`src/rtl/edit_mem_buf_release_if.sv`:
```
// edit_mem_buf_release_if: init, release and free-pointer bundle; stats signals exist only under EM_BUF_RELEASE_STATS_EN
`ifndef EM_BUF_PTR_NBITS
`define EM_BUF_PTR_NBITS 6
`endif
`ifndef READ_COUNT_NBITS
`define READ_COUNT_NBITS 4
`endif
`ifndef PORT_ID_NBITS
`define PORT_ID_NBITS 4
`endif
interface edit_mem_buf_release_if #(
  parameter int BPTR_NBITS = `EM_BUF_PTR_NBITS,
  parameter int RC_NBITS = `READ_COUNT_NBITS,
  parameter int PID_NBITS = `PORT_ID_NBITS
);
  logic read_count_valid;
  logic [PID_NBITS-1:0] read_count_port_id;
  logic [BPTR_NBITS-1:0] read_count_buf_ptr;
  logic [RC_NBITS-1:0] read_count;
  logic buf_rel_valid;
  logic [BPTR_NBITS-1:0] buf_rel_ptr;
  logic buf_rel_ready;
  logic free_buf_valid;
  logic [BPTR_NBITS-1:0] free_buf_ptr;
  logic free_buf_ready;
  logic rc_underflow;
`ifdef EM_BUF_RELEASE_STATS_EN
  logic stat_clr;
  logic [31:0] stat_freed_cnt;
  logic [31:0] stat_rel_cnt;
  logic [15:0] stat_underflow_cnt;
`endif
  modport slave (
    input read_count_valid, read_count_port_id, read_count_buf_ptr, read_count,
    input buf_rel_valid, buf_rel_ptr, free_buf_ready,
    output buf_rel_ready, free_buf_valid, free_buf_ptr, rc_underflow
`ifdef EM_BUF_RELEASE_STATS_EN
    , input stat_clr, output stat_freed_cnt, stat_rel_cnt, stat_underflow_cnt
`endif
  );
  modport master (
    output read_count_valid, read_count_port_id, read_count_buf_ptr, read_count,
    output buf_rel_valid, buf_rel_ptr, free_buf_ready,
    input buf_rel_ready, free_buf_valid, free_buf_ptr, rc_underflow
`ifdef EM_BUF_RELEASE_STATS_EN
    , output stat_clr, input stat_freed_cnt, stat_rel_cnt, stat_underflow_cnt
`endif
  );
endinterface

```
`src/rtl/edit_mem_buf_release.sv`:
```
// edit_mem_buf_release: per-buffer read-count table, frees a pointer when its count hits zero; optional stats under EM_BUF_RELEASE_STATS_EN
`ifndef EM_BUF_PTR_NBITS
`define EM_BUF_PTR_NBITS 6
`endif
`ifndef READ_COUNT_NBITS
`define READ_COUNT_NBITS 4
`endif
module edit_mem_buf_release #(
  parameter int BPTR_NBITS = `EM_BUF_PTR_NBITS,
  parameter int RC_NBITS = `READ_COUNT_NBITS,
  parameter int FIFO_DEPTH_NBITS = 3
) (
  input logic clk,
  input logic rst,
  edit_mem_buf_release_if.slave bus
);
  localparam int FD = 1 << FIFO_DEPTH_NBITS;
  typedef logic [BPTR_NBITS-1:0] ptr_t;
  typedef logic [RC_NBITS-1:0] rc_t;
  rc_t r_mem [1<<BPTR_NBITS];
  ptr_t r_fifo [FD];
  logic r_en, r_init_v, r_s1_v, r_s2_v, r_unf;
  ptr_t r_init_ptr, r_s1_ptr, r_s2_ptr;
  rc_t r_init_cnt, r_s1_data, r_s2_cnt;
  logic [FIFO_DEPTH_NBITS-1:0] r_rp, r_wp;
  logic [FIFO_DEPTH_NBITS:0] r_cnt;
  logic w_acc, w_pop, w_init_wr, w_init_push, w_s2_wr, w_s2_push, w_unf;
  logic [1:0] w_npush;
  rc_t w_s2_new, w_s1_cnt;
  assign w_init_wr = r_init_v & (r_init_cnt != '0);
  assign w_init_push = r_init_v & (r_init_cnt == '0);
  assign w_s2_wr = r_s2_v & (r_s2_cnt != '0);
  assign w_s2_push = r_s2_v & (r_s2_cnt == rc_t'(1));
  assign w_unf = r_s2_v & (r_s2_cnt == '0);
  assign w_s2_new = r_s2_cnt - rc_t'(1);
  assign w_npush = {1'b0, w_s2_push} + {1'b0, w_init_push};
  // Init wins the cycle; the occupancy threshold leaves room for every push already in flight
  assign bus.buf_rel_ready = r_en & ~bus.read_count_valid & (r_cnt <= (FIFO_DEPTH_NBITS+1)'(FD - 4));
  assign w_acc = bus.buf_rel_valid & bus.buf_rel_ready;
  assign bus.free_buf_valid = r_cnt != '0;
  assign bus.free_buf_ptr = r_fifo[r_rp];
  assign w_pop = bus.free_buf_valid & bus.free_buf_ready;
  assign bus.rc_underflow = r_unf;
  // S1 count: the newest write not yet visible in RAM data wins (init is younger than S2)
  assign w_s1_cnt = (w_init_wr && r_init_ptr == r_s1_ptr) ? r_init_cnt : (w_s2_wr && r_s2_ptr == r_s1_ptr) ? w_s2_new : r_s1_data;
  // Table RAM and FIFO storage; the registered read bypasses writes landing on the same edge; S2 push goes first
  always_ff @(posedge clk) begin
    if (w_s2_wr) r_mem[r_s2_ptr] <= w_s2_new;
    if (w_init_wr) r_mem[r_init_ptr] <= r_init_cnt;
    r_s1_data <= (w_init_wr && r_init_ptr == bus.buf_rel_ptr) ? r_init_cnt : (w_s2_wr && r_s2_ptr == bus.buf_rel_ptr) ? w_s2_new : r_mem[bus.buf_rel_ptr];
    if (w_s2_push) r_fifo[r_wp] <= r_s2_ptr;
    if (w_init_push) r_fifo[w_s2_push ? r_wp + 1'b1 : r_wp] <= r_init_ptr;
    r_init_ptr <= bus.read_count_buf_ptr;
    r_init_cnt <= bus.read_count;
    r_s1_ptr <= bus.buf_rel_ptr;
    r_s2_ptr <= r_s1_ptr;
    r_s2_cnt <= w_s1_cnt;
  end
  // Pipeline valids, FIFO pointers and the sticky underflow flag
  always_ff @(posedge clk or posedge rst) begin
    if (rst) begin
      r_en <= 1'b0;
      r_init_v <= 1'b0;
      r_s1_v <= 1'b0;
      r_s2_v <= 1'b0;
      r_unf <= 1'b0;
      r_rp <= '0;
      r_wp <= '0;
      r_cnt <= '0;
    end else begin
      r_en <= 1'b1;
      r_init_v <= bus.read_count_valid;
      r_s1_v <= w_acc;
      r_s2_v <= r_s1_v;
      r_unf <= r_unf | w_unf;
      r_wp <= r_wp + FIFO_DEPTH_NBITS'(w_npush);
      r_rp <= r_rp + FIFO_DEPTH_NBITS'(w_pop);
      r_cnt <= r_cnt + (FIFO_DEPTH_NBITS+1)'(w_npush) - (FIFO_DEPTH_NBITS+1)'(w_pop);
    end
  end
  assert property (@(posedge clk) disable iff (rst) (32'(r_cnt) + 32'(w_npush)) <= (32'(FD) + 32'(w_pop)));
`ifdef EM_BUF_RELEASE_STATS_EN
  logic [31:0] r_freed, r_rel;
  logic [15:0] r_uc;
  assign bus.stat_freed_cnt = r_freed;
  assign bus.stat_rel_cnt = r_rel;
  assign bus.stat_underflow_cnt = r_uc;
  // Statistics: a clear pulse drops that cycle's events and restarts from zero
  always_ff @(posedge clk or posedge rst) begin
    if (rst) begin
      r_freed <= '0;
      r_rel <= '0;
      r_uc <= '0;
    end else begin
      r_freed <= bus.stat_clr ? '0 : r_freed + 32'(w_pop);
      r_rel <= bus.stat_clr ? '0 : r_rel + 32'(w_acc);
      r_uc <= bus.stat_clr ? '0 : r_uc + 16'(w_unf & ~&r_uc);
    end
  end
`endif
endmodule
```
`src/flat_wrapper.sv`:
```
// flat-port wrapper written by rule: the top's interface ports become plain ports
module edit_mem_buf_release_flat 
#(
  parameter int BPTR_NBITS = `EM_BUF_PTR_NBITS,
  parameter int RC_NBITS = `READ_COUNT_NBITS,
  parameter int FIFO_DEPTH_NBITS = 3
)
  (clk, rst, bus_read_count_valid, bus_read_count_port_id, bus_read_count_buf_ptr, bus_read_count, bus_buf_rel_valid, bus_buf_rel_ptr, bus_free_buf_ready, bus_buf_rel_ready, bus_free_buf_valid, bus_free_buf_ptr, bus_rc_underflow);
  edit_mem_buf_release_if #(.BPTR_NBITS(BPTR_NBITS), .RC_NBITS(RC_NBITS)) bus_i ();
  input logic clk;
  input logic rst;
  input wire logic [$bits(bus_i.read_count_valid)-1:0] bus_read_count_valid;
  input wire logic [$bits(bus_i.read_count_port_id)-1:0] bus_read_count_port_id;
  input wire logic [$bits(bus_i.read_count_buf_ptr)-1:0] bus_read_count_buf_ptr;
  input wire logic [$bits(bus_i.read_count)-1:0] bus_read_count;
  input wire logic [$bits(bus_i.buf_rel_valid)-1:0] bus_buf_rel_valid;
  input wire logic [$bits(bus_i.buf_rel_ptr)-1:0] bus_buf_rel_ptr;
  input wire logic [$bits(bus_i.free_buf_ready)-1:0] bus_free_buf_ready;
  output wire logic [$bits(bus_i.buf_rel_ready)-1:0] bus_buf_rel_ready;
  output wire logic [$bits(bus_i.free_buf_valid)-1:0] bus_free_buf_valid;
  output wire logic [$bits(bus_i.free_buf_ptr)-1:0] bus_free_buf_ptr;
  output wire logic [$bits(bus_i.rc_underflow)-1:0] bus_rc_underflow;
  assign bus_i.read_count_valid = bus_read_count_valid;
  assign bus_i.read_count_port_id = bus_read_count_port_id;
  assign bus_i.read_count_buf_ptr = bus_read_count_buf_ptr;
  assign bus_i.read_count = bus_read_count;
  assign bus_i.buf_rel_valid = bus_buf_rel_valid;
  assign bus_i.buf_rel_ptr = bus_buf_rel_ptr;
  assign bus_i.free_buf_ready = bus_free_buf_ready;
  assign bus_buf_rel_ready = bus_i.buf_rel_ready;
  assign bus_free_buf_valid = bus_i.free_buf_valid;
  assign bus_free_buf_ptr = bus_i.free_buf_ptr;
  assign bus_rc_underflow = bus_i.rc_underflow;
  edit_mem_buf_release #(.BPTR_NBITS(BPTR_NBITS), .RC_NBITS(RC_NBITS), .FIFO_DEPTH_NBITS(FIFO_DEPTH_NBITS)) u_core (.clk(clk), .rst(rst), .bus(bus_i));
endmodule
```
`config.mk`:
```
export PLATFORM = sky130hd
export DESIGN_NAME = edit_mem_buf_release_flat
export DESIGN_NICKNAME = d
export VERILOG_FILES = /design/src/rtl/edit_mem_buf_release_if.sv /design/src/rtl/edit_mem_buf_release.sv /design/src/flat_wrapper.sv
export SDC_FILE = /design/constraint.sdc
export NUM_CORES = 1
export LEC_CHECK = 0
export CAP_MARGIN = 10
export CORE_ASPECT_RATIO = 1.4
export CORE_MARGIN = 3
export CORE_UTILIZATION = 60
export DETAILED_ROUTE_END_ITERATION = 6
export GPL_TIMING_DRIVEN = 0
export PLACE_DENSITY = 0.77
export SLEW_MARGIN = 20
export SYNTH_ARGS = -nofsm -noshare
export SYNTH_HDL_FRONTEND = slang
export SYNTH_SLANG_ARGS = --single-unit
```
`constraint.sdc`:
```
create_clock -name clk -period 2.8 [get_ports clk]
set_input_delay 0.56 -clock clk [delete_from_list [all_inputs] [get_ports clk]]
set_output_delay 0.56 -clock clk [all_outputs]
set_load 0.02 [all_outputs]
```
Word-level counts from Yosys, hierarchy flattened
Memories as Yosys holds them, arrays and structs flattened. A register that Yosys moved wholly into a read port is not among the register bits.
Index checks and enable logic that the tools add are counted.
{ "word_totals": {"ff_bits": 41, "ram_bits": 304, "inputBits": 25, "output_inout_bits": 9, "word_cells": 55, "n_memories": 2} }
{ "memory_table": {"columns": ["memory", "depth", "width", "rd", "rd_ports_with_merged_regs", "wr", "line", "text"], "rows": [
  ["u_core.r_mem", 64, 4, 1, 1, 2, "edit_mem_buf_release.sv:20", "rc_t r_mem [1<<BPTR_NBITS];"],
  ["u_core.r_fifo", 8, 6, 1, 0, 2, "edit_mem_buf_release.sv:21", "ptr_t r_fifo [FD];"]
]} }
{ "classes": {"n_addsub": 7, "magnitude_cmp": 1, "eq_ne": 3, "mux": 11, "bitwise_logic": 11, "reduce_logical": 7} }
{ "ops": {"columns": ["operator", "count"], "rows": [
  ["6-bit == test", 2],
  ["4-bit nonzero test", 3],
  ["1-bit AND", 9],
  ["4-bit logical NOT", 2],
  ["1-bit two-way mux", 8],
  ["4-bit two-way mux", 2],
  ["4-bit by 2-bit adder with 4-bit output", 1],
  ["4-bit by 1-bit == test with 1-bit output (second input constant)", 1],
  ["4-bit by 3-bit less-or-equal comparator with 1-bit output (second input constant)", 1],
  ["4-bit by 1-bit subtractor with 4-bit output", 1],
  ["4-bit by 1-bit subtractor with 4-bit output (second input constant)", 1],
  ["3-bit by 1-bit adder with 3-bit output", 1],
  ["3-bit by 1-bit adder with 3-bit output (second input constant)", 1],
  ["3-bit by 2-bit adder with 3-bit output", 1],
  ["3-bit two-way mux", 1],
  ["1-bit by 1-bit adder with 2-bit output", 1],
  ["1-bit logical AND", 2],
  ["1-bit NOT", 1],
  ["1-bit bitwise OR", 1]
]} }

Depth between registers and ports, before layout
Gate-level depths: netlist (run 1).
{ "logic_depth": {"word_depth": 5, "depth_mapped": 12, "mapped_depth_nobuf": 11} }

Worst setup path before layout (run 1)
Ideal clock, no wire load.
{ "synth_timing": {"path_type": "reg-to-reg", "startpoint": "register u_core.r_s2_cnt[0]", "endpoint": "register u_core.r_cnt[3]", "setup_ns": 0.079, "arrival_time_ns": 2.183, "required_ns": 2.721, "slack_ns": 0.537, "path_stages_with_launch": 12, "path_buffers": 1, "synth_period_minus_slack_ns": 2.263, "path_cell_list": "dfxtp_1 ha_1 and4bb_2 buf_2 ha_1 inv_1 ha_1 inv_1 ha_1 a21o_1 a21oi_1 xor2_1"} }
{ "synth_via": {"elab_chain_cells": 5} }
{ "synth_rtl": {"columns": ["item", "line", "text"], "rows": [
  ["from (decl)", "edit_mem_buf_release.sv:24", "rc_t r_init_cnt, r_s1_data, r_s2_cnt;"],
  ["from (signal assigned)", "edit_mem_buf_release.sv:57", "r_s2_cnt <= w_s1_cnt;"],
  ["4-bit by 1-bit == test with 1-bit output", "edit_mem_buf_release.sv:33", "assign w_s2_push = r_s2_v & (r_s2_cnt == rc_t'(1));"],
  ["1-bit AND", "edit_mem_buf_release.sv:33", null],
  ["1-bit by 1-bit adder with 2-bit output", "edit_mem_buf_release.sv:36", "assign w_npush = {1'b0, w_s2_push} + {1'b0, w_init_push};"],
  ["4-bit by 2-bit adder with 4-bit output", "edit_mem_buf_release.sv:78", "r_cnt <= r_cnt + (FIFO_DEPTH_NBITS+1)'(w_npush) - (FIFO_DEPTH_NBITS+1)'(w_pop);"],
  ["4-bit by 1-bit subtractor with 4-bit output", "edit_mem_buf_release.sv:78", null],
  ["to (signal assigned)", "edit_mem_buf_release.sv:78", null],
  ["to (decl)", "edit_mem_buf_release.sv:26", "logic [FIFO_DEPTH_NBITS:0] r_cnt;"]
]} }
Every way passes these cells.

==> results of run 1 <==
==> cells in the mapped netlist (6+ instances only) <==
cell                       count  share of area, %
sky130_fd_sc_hd__edfxtp_1    304                52
sky130_fd_sc_hd__nor2_1      282               6.0
sky130_fd_sc_hd__a21oi_1     266               7.5
sky130_fd_sc_hd__nand2_1      83               1.8
sky130_fd_sc_hd__clkbuf_1     80               1.7
sky130_fd_sc_hd__o21ai_0      67               1.9
sky130_fd_sc_hd__mux2_2       59               3.8
sky130_fd_sc_hd__mux2i_1      56               3.2
sky130_fd_sc_hd__mux4_2       39               5.0
sky130_fd_sc_hd__dfxtp_1      26               2.9
sky130_fd_sc_hd__inv_1        21              0.45
sky130_fd_sc_hd__mux4_1       19               2.8
sky130_fd_sc_hd__dfrtp_1      15               2.1
sky130_fd_sc_hd__ha_1         14              0.99
sky130_fd_sc_hd__nand3_1      11              0.31
sky130_fd_sc_hd__a22oi_1      10              0.42
sky130_fd_sc_hd__xnor2_1      10              0.50
sky130_fd_sc_hd__xor2_1       10              0.50
sky130_fd_sc_hd__nand2_2       8              0.28
sky130_fd_sc_hd__nor2b_1       8              0.28
sky130_fd_sc_hd__buf_6         7              0.45
sky130_fd_sc_hd__clkbuf_8      7              0.54
sky130_fd_sc_hd__nand2b_1      7              0.25
sky130_fd_sc_hd__buf_1         6              0.13
sky130_fd_sc_hd__o22ai_1       6              0.21
==> cells by family (layout without fill, tap and decap cells) <==
group,count (synthesis),after routing
buffers and inverters,136,238
multiplexers,173,173
XOR/XNOR,20,20
AO/OA/AOI/OAI,381,381
adder cells (fa/ha/maj),16,16
AND/OR/NAND/NOR,441,441
other,1,1
flip-flops,345,345
==> area by class of cell <==
| cell class | count | area (um2) | share of cell area (%) |
|---|---|---|---|
| sequential | 345 | 10000 | 50.2 |
| multi-input combinational | 1032 | 7110 | 35.6 |
| clock buffer | 47 | 973 | 4.87 |
| buffer | 114 | 691 | 3.46 |
| tap | 375 | 469 | 2.35 |
| timing repair buffer | 41 | 418 | 2.09 |
| clock inverter | 15 | 209 | 1.05 |
| inverter | 21 | 78.8 | 0.395 |
==> timing repair <==
action                                  CTS  global route
endpoints found under the setup margin  315           272
setup buffers                             4             8
gates cloned                              0             0
pin swaps                                 3             2
resized for setup                        80            56
==> cells in the final DEF, fill, tap and decap left out, drive strengths merged, types with 38 or more instances in the layout <==
master / instances
nand2: 91
buf: 38
o21ai: 67
mux2i: 56
mux2: 59
clkbuf: 138
a21oi: 266
edfxtp: 304
nor2: 283
mux4: 58
==> final timing paths <==
check,cells after the start,endpoint,slack (ps)
min in group asynchronous,2,u_core.r_rp[2],390
hold reg to reg,0,u_core.r_s2_v,340
setup / recovery,5,u_core.r_mem[12][1],3
hold / removal,0,u_core.r_s2_v,340
setup reg to reg,5,u_core.r_mem[12][1],3
max in group asynchronous,2,u_core.r_rp[1],2000
==> sequential cells by signal, indices dropped and copies added (netlist names) <==
| register | cells |
|---|---|
| u_core.r_fifo | 48 |
| u_core.r_en | 1 |
| u_core.bus.rc_underflow | 1 |
| u_core.r_s2_ptr | 6 |
| u_core.r_s2_v | 1 |
| u_core.r_wp | 3 |
| u_core.r_mem | 256 |
| u_core.r_init_ptr | 6 |
| u_core.r_cnt | 4 |
| u_core.r_s1_ptr | 6 |
| u_core.r_init_cnt | 4 |
| u_core.r_s2_cnt | 4 |
| u_core.r_s1_v | 1 |
| u_core.r_init_v | 1 |
| u_core.r_rp | 3 |
==> worst register-to-register path, stage by stage, from the launching register on <==
cell                       delay, ps
sky130_fd_sc_hd__dfxtp_1         390
sky130_fd_sc_hd__inv_1            80
sky130_fd_sc_hd__ha_1            270
sky130_fd_sc_hd__a21boi_2        320
sky130_fd_sc_hd__nand3_1         640
sky130_fd_sc_hd__o21ai_1         720
==> routing by layer <==
metal	part of all wire (%)	vias to the layer above	global-route usage, %	routed length, um
li1	-	5747	-	-
met1	31	6346	38.8	16900
met2	49	990	56.8	26900
met3	11	306	7.72	5970
met4	9.1	0	26.4	4970
met5	0	-	0	0
==> per-stage QoR <==
stage | hold slack, ps | TNS, ps | setup slack (ps) | area, um2 | util, %
floorplan | 331 | 0 | 537 | 17700 | -
global placement | 336 | -103930 | -467 | 18400 | 64.3
detailed placement | 336 | -49720 | -426 | 18500 | 64.4
CTS | 347 | -8710 | -169 | 19800 | 69.1
global route | 357 | 0 | 4.38 | 20000 | 69.6
finish | 345 | 0 | 3.31 | 20000 | 69.6
==> where the power goes <==
part           switching, uW  internal (uW)  leakage, uW
Clock                   2030           2920     0.000576
Combinational           1730           1160      0.00332
Sequential               123           5980      0.00313
Total                   3890          10100      0.00703
==> metrics.log, run 1 <==
INFO  metric gp_congestion = between 0.9 and 1
INFO  metric ios = 34
INFO  metric worstSetupStartpointType = flip-flop
INFO  metric worst_hold_path_type = flip-flop to flip-flop
INFO  metric worst_path_dominant_cell_family = compound AO/OA/AOI/OAI gates
INFO  metric synth_adder_area_share = about 1.2%
INFO  metric worst_r2r_src = u_core.r_s2_cnt[0]
INFO  metric yosys.area_share.xor_xnor = 0.991%
INFO  metric initial_core_util = 61.7%
INFO  metric report.final.hold_viol_count = 0
INFO  metric buffers_added_on_ports = 29
INFO  metric report.final.setup_viol = 0
INFO  metric timing.clock.skew = approximately 25 ps
INFO  metric final_nets = approximately 1600
INFO  metric clockBufferDepth = 3
INFO  metric cp.required = about 3000 ps
INFO  metric via_per_inst = a little under 7
INFO  metric cts.root.buffer_cell = sky130_fd_sc_hd__clkbuf_16
INFO  metric worstSkewPairLatency = approximately 540 ps
INFO  metric synthesis.area = ~18000 um2
INFO  metric design.die.area = between 30000 and 40000 um2
INFO  metric cts_tree = built
INFO  metric complex_gate_fraction_of_the_synthesized_area = 11.5%
INFO  metric core_region_area = between 20000 and 30000 um2
INFO  metric via_count = around 13000
INFO  metric worst-slew-pin-transition = 1140 ps
INFO  metric post_synth_inst_count = about 1500
INFO  metric dieWidth = around 150 um
INFO  metric grt_pass1_vias = around 13000
INFO  metric globalRouteTotalUtil = about a third
INFO  metric timing.final.crit_share = 99.9%
INFO  metric fillCellCount = about 2100
INFO  metric htree_levels = 2
INFO  metric path_class = flip-flop to flip-flop
INFO  metric maxSlewHeadroom = approximately 23%
INFO  metric synthDistinctLibCells = between 60 and 70
INFO  metric synth-async-reset-ratio = 4.35%
INFO  metric syn_to_final_growth = 13.0%
INFO  metric main_combinational_cell_family_by_area_after_synthesis = multiplexers
INFO  metric max_freq = 358 MHz
INFO  metric run_status = finished with violations
INFO  metric globalRoute.totalOverflow = 0
INFO  metric insertedDiodeCount = 0
INFO  metric postSynthAreaPerCell = approximately 12 um2
INFO  metric critPathSlowestCell = sky130_fd_sc_hd__o21ai_1
INFO  metric path_clk_slew = 70 ps
INFO  metric power.density = 698 nW/um2
INFO  metric final_layout_size_suffix_gt1_share = ~16%
INFO  metric cp_slowest_stage_delay = just over 700 ps
INFO  metric synth_sequential_area_ratio = ~57%
INFO  metric fin_crit = between 2000 and 3000 ps
INFO  metric postCtsHoldBufs = 0
INFO  metric failed_checks = DRC
INFO  metric ir_worst_vdd = 0.734 mV
INFO  metric num_rows = 73
INFO  metric drt_pass_1_iters = 7
INFO  metric cp_data_arrival_time = between 2000 and 3000 ps
INFO  metric critPathBufInv = 1
INFO  metric synth-edff-count = roughly 300
INFO  metric grt_setup_unrepaired = false
INFO  metric synthesized_area_fraction_occupied_by_and_or_nand_nor_cells = between 10% and 20%
INFO  metric post_drt_wl_per_cell = approximately 27 um
INFO  metric drv_cap = 0
INFO  metric timing.critical_path.to_type = flip-flop
INFO  metric synthFlopType = sky130_fd_sc_hd__edfxtp_1
INFO  metric grt_pass1_wl = roughly 80000 um
INFO  metric yosys_register_bits = ~350
INFO  metric drt.antenna.violating_nets = 0
INFO  metric grt_antenna_before_repair = 0
INFO  metric postRouteWirelength = between 50000 and 60000 um
INFO  metric cellLeakagePower = 0.00703 uW
INFO  metric timing.critical_path.from = u_core.r_s2_cnt[0]
INFO  metric crit_chain = inv_1, ha_1, a21boi_2, nand3_1, o21ai_1
INFO  metric clock-sinks = between 300 and 400
INFO  metric total_power = between 10000 and 15000 uW
INFO  metric die_h = 209 um
INFO  metric cts_inserted_buffers = 35
INFO  metric grt_max_degree = 16
INFO  metric drc = 1
INFO  metric numPlacedInstances = between 1500 and 2000
INFO  metric timing_max_transition_violations_final = 0
INFO  metric drtIter0Drc = roughly 2100
INFO  metric dpl.hpwl = 37400 um
INFO  metric hold_path_startpoint = u_core.r_s1_v
INFO  metric yosysWarnings = 0
INFO  metric post_synthesis_net_count = roughly 1600
INFO  metric timing.critical_path.fanout_max = 7
INFO  metric finish.cell_count_without_fillers = ~2000
INFO  metric yosys-mux-area-fraction = about 15%
Power figures use the tool's default switching activity.
==> run 2: changes to the inputs <==
--- a/config.mk
+++ b/config.mk
@@ -9,6 +9,7 @@
 export CORE_ASPECT_RATIO = 1.4
 export CORE_MARGIN = 3
 export CORE_UTILIZATION = 60
+export CTS_CLUSTER_DIAMETER = 150
 export DETAILED_ROUTE_END_ITERATION = 6
 export GPL_TIMING_DRIVEN = 0
 export PLACE_DENSITY = 0.77
==> results of run 2 <==
The final DEF is identical to that of run 1; final timing and power are the same.
